`src/rtl/fifo_wr_arbiter.sv`:
```
// fifo_wr_arbiter: round-robin burst arbiter sharing one sync_FIFO write port
// between NUM_REQ producers. A grant lasts up to BURST_LEN beats. The owner
// stalls while the FIFO is full. At least one idle cycle separates bursts.
// Optional feature: define FIFO_WR_ARB_STALL_CNT_EN to add a saturating
// 16-bit stall_cnt output. It counts cycles where the owner wanted to write
// but the FIFO was full.

// Per-lane gating: the accept strobe and data contribution for one requester.
module fifo_wr_arbiter_lane #(
  parameter int DATA_WIDTH = 8
) (
  input  logic                  gnt,
  input  logic                  beat,
  input  logic [DATA_WIDTH-1:0] data,
  output logic                  accept,
  output logic [DATA_WIDTH-1:0] data_gated
);
  assign accept     = gnt & beat;
  assign data_gated = gnt ? data : '0;
endmodule

module fifo_wr_arbiter #(
  parameter int NUM_REQ    = 4,
  parameter int DATA_WIDTH = 8,
  parameter int BURST_LEN  = 4
) (
  input  logic                          clk,
  input  logic                          rst,
  input  logic [NUM_REQ-1:0]            req,
  input  logic [NUM_REQ*DATA_WIDTH-1:0] req_data,
  input  logic                          fifo_full,
  output logic [NUM_REQ-1:0]            gnt,
  output logic [NUM_REQ-1:0]            accept,
  output logic                          fifo_wr_cs,
  output logic                          fifo_wr_en,
  output logic [DATA_WIDTH-1:0]         fifo_data_in,
  output logic                          busy
`ifdef FIFO_WR_ARB_STALL_CNT_EN
  ,
  output logic [15:0]                   stall_cnt
`endif
);

  localparam int PW = $clog2(NUM_REQ);
  localparam int CW = $clog2(BURST_LEN + 1);
  localparam logic [CW-1:0] LAST_BEAT = CW'(BURST_LEN - 1);
  localparam logic [PW-1:0] LAST_REQ  = PW'(NUM_REQ - 1);

  typedef enum logic {IDLE, BURST} state_t;

  state_t                               state;
  logic   [PW-1:0]                      ptr;
  logic   [PW-1:0]                      owner;
  logic   [CW-1:0]                      beat_cnt;
  logic   [PW-1:0]                      sel;
  logic                                 sel_vld;
  logic   [PW-1:0]                      ptr_nxt;
  logic                                 owner_req;
  logic                                 beat;
  logic                                 burst_end;
  int                                   idx;
  logic   [NUM_REQ-1:0][DATA_WIDTH-1:0] lane_data;
  logic   [NUM_REQ-1:0][DATA_WIDTH-1:0] lane_gated;

  assign lane_data = req_data;

  // gnt is one-hot on the owner during BURST, so masking req with it picks req[owner]
  assign owner_req = |(req & gnt);
  assign busy      = (state == BURST);
  assign beat      = busy & owner_req & ~fifo_full;
  assign burst_end = busy & (~owner_req | (beat & (beat_cnt == LAST_BEAT)));
  assign ptr_nxt   = (owner == LAST_REQ) ? '0 : owner + PW'(1);

  assign fifo_wr_cs = busy;
  assign fifo_wr_en = beat;

  // Round-robin search starting at ptr. The lowest offset wins, so iterate from the top down.
  always_comb begin
    sel     = ptr;
    sel_vld = 1'b0;
    idx     = 0;
    for (int k = NUM_REQ - 1; k >= 0; k--) begin
      idx = int'(ptr) + k;
      if (idx >= NUM_REQ) idx = idx - NUM_REQ;
      if (req[idx]) begin
        sel     = PW'(idx);
        sel_vld = 1'b1;
      end
    end
  end

  genvar i;
  generate
    for (i = 0; i < NUM_REQ; i++) begin : g_lane
      fifo_wr_arbiter_lane #(.DATA_WIDTH(DATA_WIDTH)) u_lane (
        .gnt       (gnt[i]),
        .beat      (beat),
        .data      (lane_data[i]),
        .accept    (accept[i]),
        .data_gated(lane_gated[i])
      );
    end
  endgenerate

  // AND-OR data mux: at most one lane is granted. With no grant, the output is zero (IDLE).
  always_comb begin
    fifo_data_in = '0;
    for (int k = 0; k < NUM_REQ; k++) fifo_data_in = fifo_data_in | lane_gated[k];
  end

  // Arbitration FSM: IDLE picks an owner, BURST streams beats until the count is done or the owner releases.
  always_ff @(posedge clk or negedge rst) begin
    if (!rst) begin
      state    <= IDLE;
      gnt      <= '0;
      ptr      <= '0;
      owner    <= '0;
      beat_cnt <= '0;
    end else begin
      case (state)
        IDLE: begin
          if (sel_vld) begin
            owner    <= sel;
            gnt      <= NUM_REQ'(1) << sel;
            beat_cnt <= '0;
            state    <= BURST;
          end
        end
        BURST: begin
          if (burst_end) begin
            state    <= IDLE;
            gnt      <= '0;
            beat_cnt <= '0;
            ptr      <= ptr_nxt;
          end else if (beat) begin
            beat_cnt <= beat_cnt + CW'(1);
          end
        end
        default: state <= IDLE;
      endcase
    end
  end

`ifdef FIFO_WR_ARB_STALL_CNT_EN
  // Count owner cycles blocked by a full FIFO. The count saturates and is cleared only by reset.
  always_ff @(posedge clk or negedge rst) begin
    if (!rst)
      stall_cnt <= '0;
    else if (busy && owner_req && fifo_full && stall_cnt != 16'hFFFF)
      stall_cnt <= stall_cnt + 16'd1;
  end
`endif

endmodule

```
`config.mk`:
```
export PLATFORM = sky130hd
export DESIGN_NAME = fifo_wr_arbiter
export DESIGN_NICKNAME = d
export VERILOG_FILES = /design/src/rtl/fifo_wr_arbiter.sv
export SDC_FILE = /design/constraint.sdc
export NUM_CORES = 1
export LEC_CHECK = 0
export BUFFER_PORTS_ARGS = -buffer_cell sky130_fd_sc_hd__buf_4
export CORE_MARGIN = 2
export CORE_UTILIZATION = 43
export DETAILED_ROUTE_END_ITERATION = 16
export PLACE_DENSITY = 0.75
export REMOVE_ABC_BUFFERS = 1
export SYNTH_ARGS = -nofsm -noshare
export SYNTH_HDL_FRONTEND = slang
export SYNTH_SLANG_ARGS = --single-unit
export TNS_END_PERCENT = 50
```
`constraint.sdc`:
```
create_clock -name clk -period 2.3 [get_ports clk]
set_clock_uncertainty 0.1 [all_clocks]
set_input_delay 0.69 -clock clk [delete_from_list [all_inputs] [get_ports clk]]
set_output_delay 0.69 -clock clk [all_outputs]
set_load 0.01 [all_outputs]
```
==> metrics.csv <==
stage,metric,value,unit
yosys,Yosys top cell by area,dfrtp_1,
finish,# diodes,0,
run,MaxCap Viol Count,0,
yosys,Syn. warnings,0,
setup_path,worst-path fanout max,5,
yosys,sequential share of the synthesized area,30.81,%
timing,worst-margin pin slew,0.4037,ns
setup_path,critical setup path kind,in2out,
yosys,"EDFF count, synth",0,
cts,"Reg clk slew, reported paths",0.08,ns
cts,clock sink count,12,
yosys,synth cell count leaders,"a22oi_1, dfrtp_1, nand2_1, buf_4, inv_1",
detailed_routing,WL final,2925,µm
yosys,"Distinct cells, synth",35,
place,Port Buffers,57,
timing,setup_tns,-0.007571,ns
global_route,largest net degree at the start of global routing,13,
cts,CTS buffer count,3,
global_route,vias in the first global route,1007,
timing,Final Cycle Share,100.3,%
timing,hold slack,0.1302,ns
power_and_ir_drop,PD cells,1087,mW/mm²
detailed_routing,ANT nets after route,0,
timing,setup violation total in the final timing report,2,
timing,RSZ-0062 raised after global routing,yes,
timing,final worst slack,-0.007182,ns
run_status,status,finished with violations,
timing,Max Slew Vio Count,0,
yosys,cell with the most instances after synthesis,a22oi_1,
global_route,antenna violations before repair,0,
floorplanning,Die Ht,51.61,µm
yosys,Seq cells post-synth,12,
yosys,fraction of registers with async set/reset,100.0,%
yosys,Synth top area share,30.81,%
detailed_routing,Initial DRC Count,11,
yosys,Synth area leaders,"dfrtp_1, a22oi_1, buf_4, nand2_1, ha_1",
cts,CTS HTree Levels,1,
power_and_ir_drop,clock network power share,10.4,%
cts,CTS max path bufs,2,
place,placed instance count,186,
floorplanning,initial core utilization,44.93,%
yosys,Post-Syn Area,974.7,µm²
finish,fin util,69.90,%
setup_path,Critical Path RT,1.51,ns
floorplanning,core area,0.002170,mm²
setup_path,critical path launch point type,primary input,
finish,layout cells sized above 1,52.41,%
global_route,GRT Total Usage,23.04,%
min_path,Worst Hold Class,in2async,
power_and_ir_drop,Logic pwr share,67.1,%
floorplanning,chip width,51.61,µm
cts,worst skew pair latency,0.28,ns
finish,Non-Filler Instances,194,
power_and_ir_drop,Reg power frac,22.5,%
finish,# nets final,209,
detailed_routing,DRC Markers,0,
detailed_routing,via count,1045,
global_route,global route total overflow,0,
yosys,mean post-synth cell area,9.195,µm²
cts,TritonCTS clock tree,built,
detailed_routing,Vias per Instance,5.387,
floorplanning,Die ar.,0.002664,mm²
power_and_ir_drop,Static Leak,0.7672,nW
place,gpl congestion,0.8113,
floorplanning,number of I/O pins,58,
setup_path,R2R depth,5,
yosys,top_reg_cell synth,dfrtp_1,
power_and_ir_drop,Max IR drop VDD,0.9533,mV
floorplanning,row cnt,17,
power_and_ir_drop,switching share of power,41.37,%
place,DP HPWL,2186,µm
timing,Peak Freq,0.4334,GHz
timing,minimum clock period,2.307,ns
power_and_ir_drop,Pint,0.9662,mW
global_route,first-pass GRT wire length,4629,µm
power_and_ir_drop,P_sw,0.6818,mW
detailed_routing,WL/cell,15.08,µm
detailed_routing,first-pass detailed-route iteration total,4,
yosys,Mapped Cells,106,
finish,area grow syn2layout,55.58,%
setup_path,critical path arrival,1.52,ns
cts,clk root buf,clkbuf_4,
timing,Max-Slew Margin vs Limit,72.99,%
run_status,failing checks,setup timing,
timing,hold violation count in the final report,0,
setup_path,CP endpoint kind,primary output,
-- stage by stage --
stage	total power [mW]	setup slack [ns]	instance area, µm²
2_1_floorplan	0.9482	0.1416	892.1
5_1_grt	1.785	-0.03563	1516
3_3_place_gp	1.404	0.002632	1415
3_5_place_dp	1.420	-0.02512	1415
4_1_cts	1.619	0.002101	1475
6_report	1.648	-0.007182	1516
-- layout make-up --
cell class,instances,area [µm²]
Inverter,6,22.52
Multi-Input combinational cell,75,574.3
Tap cell,28,35.03
Clock buffer,4,36.28
Timing Repair Buffer,69,548.0
Fill cell,177,653.1
Sequential cell,12,300.3
-- critical path, cell delays in order --
cell,delay [ns]
buf_8,0.10
a22oi_2,0.30
a211oi_4,0.13
and2_4,0.17
buf_4,0.13
-- kinds of logic after synthesis --
logic type,after synthesis,synth area share (%)
AOI/OAI and AO/OA,40,33.38
adders and majority gates,3,3.852
buffers and inverters,19,10.78
DFF,12,30.81
muxes,4,5.263
and+or+nand+nor,28,15.92
-- sequential cells by signal, indices dropped and copies added, names as in the netlist --
name	count
gnt	4
beat_cnt	3
owner	2
ptr	2
busy	1
-- what timing repair did --
action | CTS | global route
hold buffers | 0 | 0
setup buffers | 1 | 3
pin swaps | 3 | 4
hold endpoints to repair | 0 | 0
setup endpoints to repair | 4 | 5
resized for setup | 7 | 6
-- power by group through the flow --
stage | Clock [mW] | Combinational [mW] | Sequential (mW)
floorplan | 0 | 0.517 | 0.431
global placement | 0 | 1.03 | 0.369
detailed placement | 0 | 1.05 | 0.372
CTS | 0.176 | 1.07 | 0.369
global route | 0.186 | 1.22 | 0.384
finish | 0.171 | 1.11 | 0.370
-- layout by cell type (no fill, tap or decap), drive strengths merged, types with 2 or more instances in the layout --
master,instances
nand2,11
nor2b,3
a32o,2
mux2,3
o32ai,2
and2,5
inv,6
a21oi,3
ha,3
o21ai,4
nand2b,4
a21o,3
dfrtp,12
buf,69
clkbuf,4
a22oi,18
nor2,2
-- path summary, 6_finish.rpt --
kind / startpoint / to / slack [ns]
min in group clk: beat_cnt[0] / beat_cnt[0] / 0.39
worst max register to register: gnt[2] / beat_cnt[1] / 0.64
worst min-delay path: rst / owner[1] / 0.13
worst max-delay path: req[2] / accept[0] / -0.007
worst min register to register: beat_cnt[0] / beat_cnt[0] / 0.39
max in group asynchronous: rst / gnt[3] / 1.80
-- per-layer routing --
| metal | global-route usage, % | vias to the layer above | part of all wire (%) |
|---|---|---|---|
| li1 | - | 506 | - |
| met1 | 25.64 | 487 | 39 |
| met2 | 41.45 | 46 | 49 |
| met3 | 6.609 | 6 | 11 |
| met4 | 8.333 | 0 | 1.6 |
| met5 | 0 | - | 0 |
Note: power is estimated with default switching activity, not from simulation.
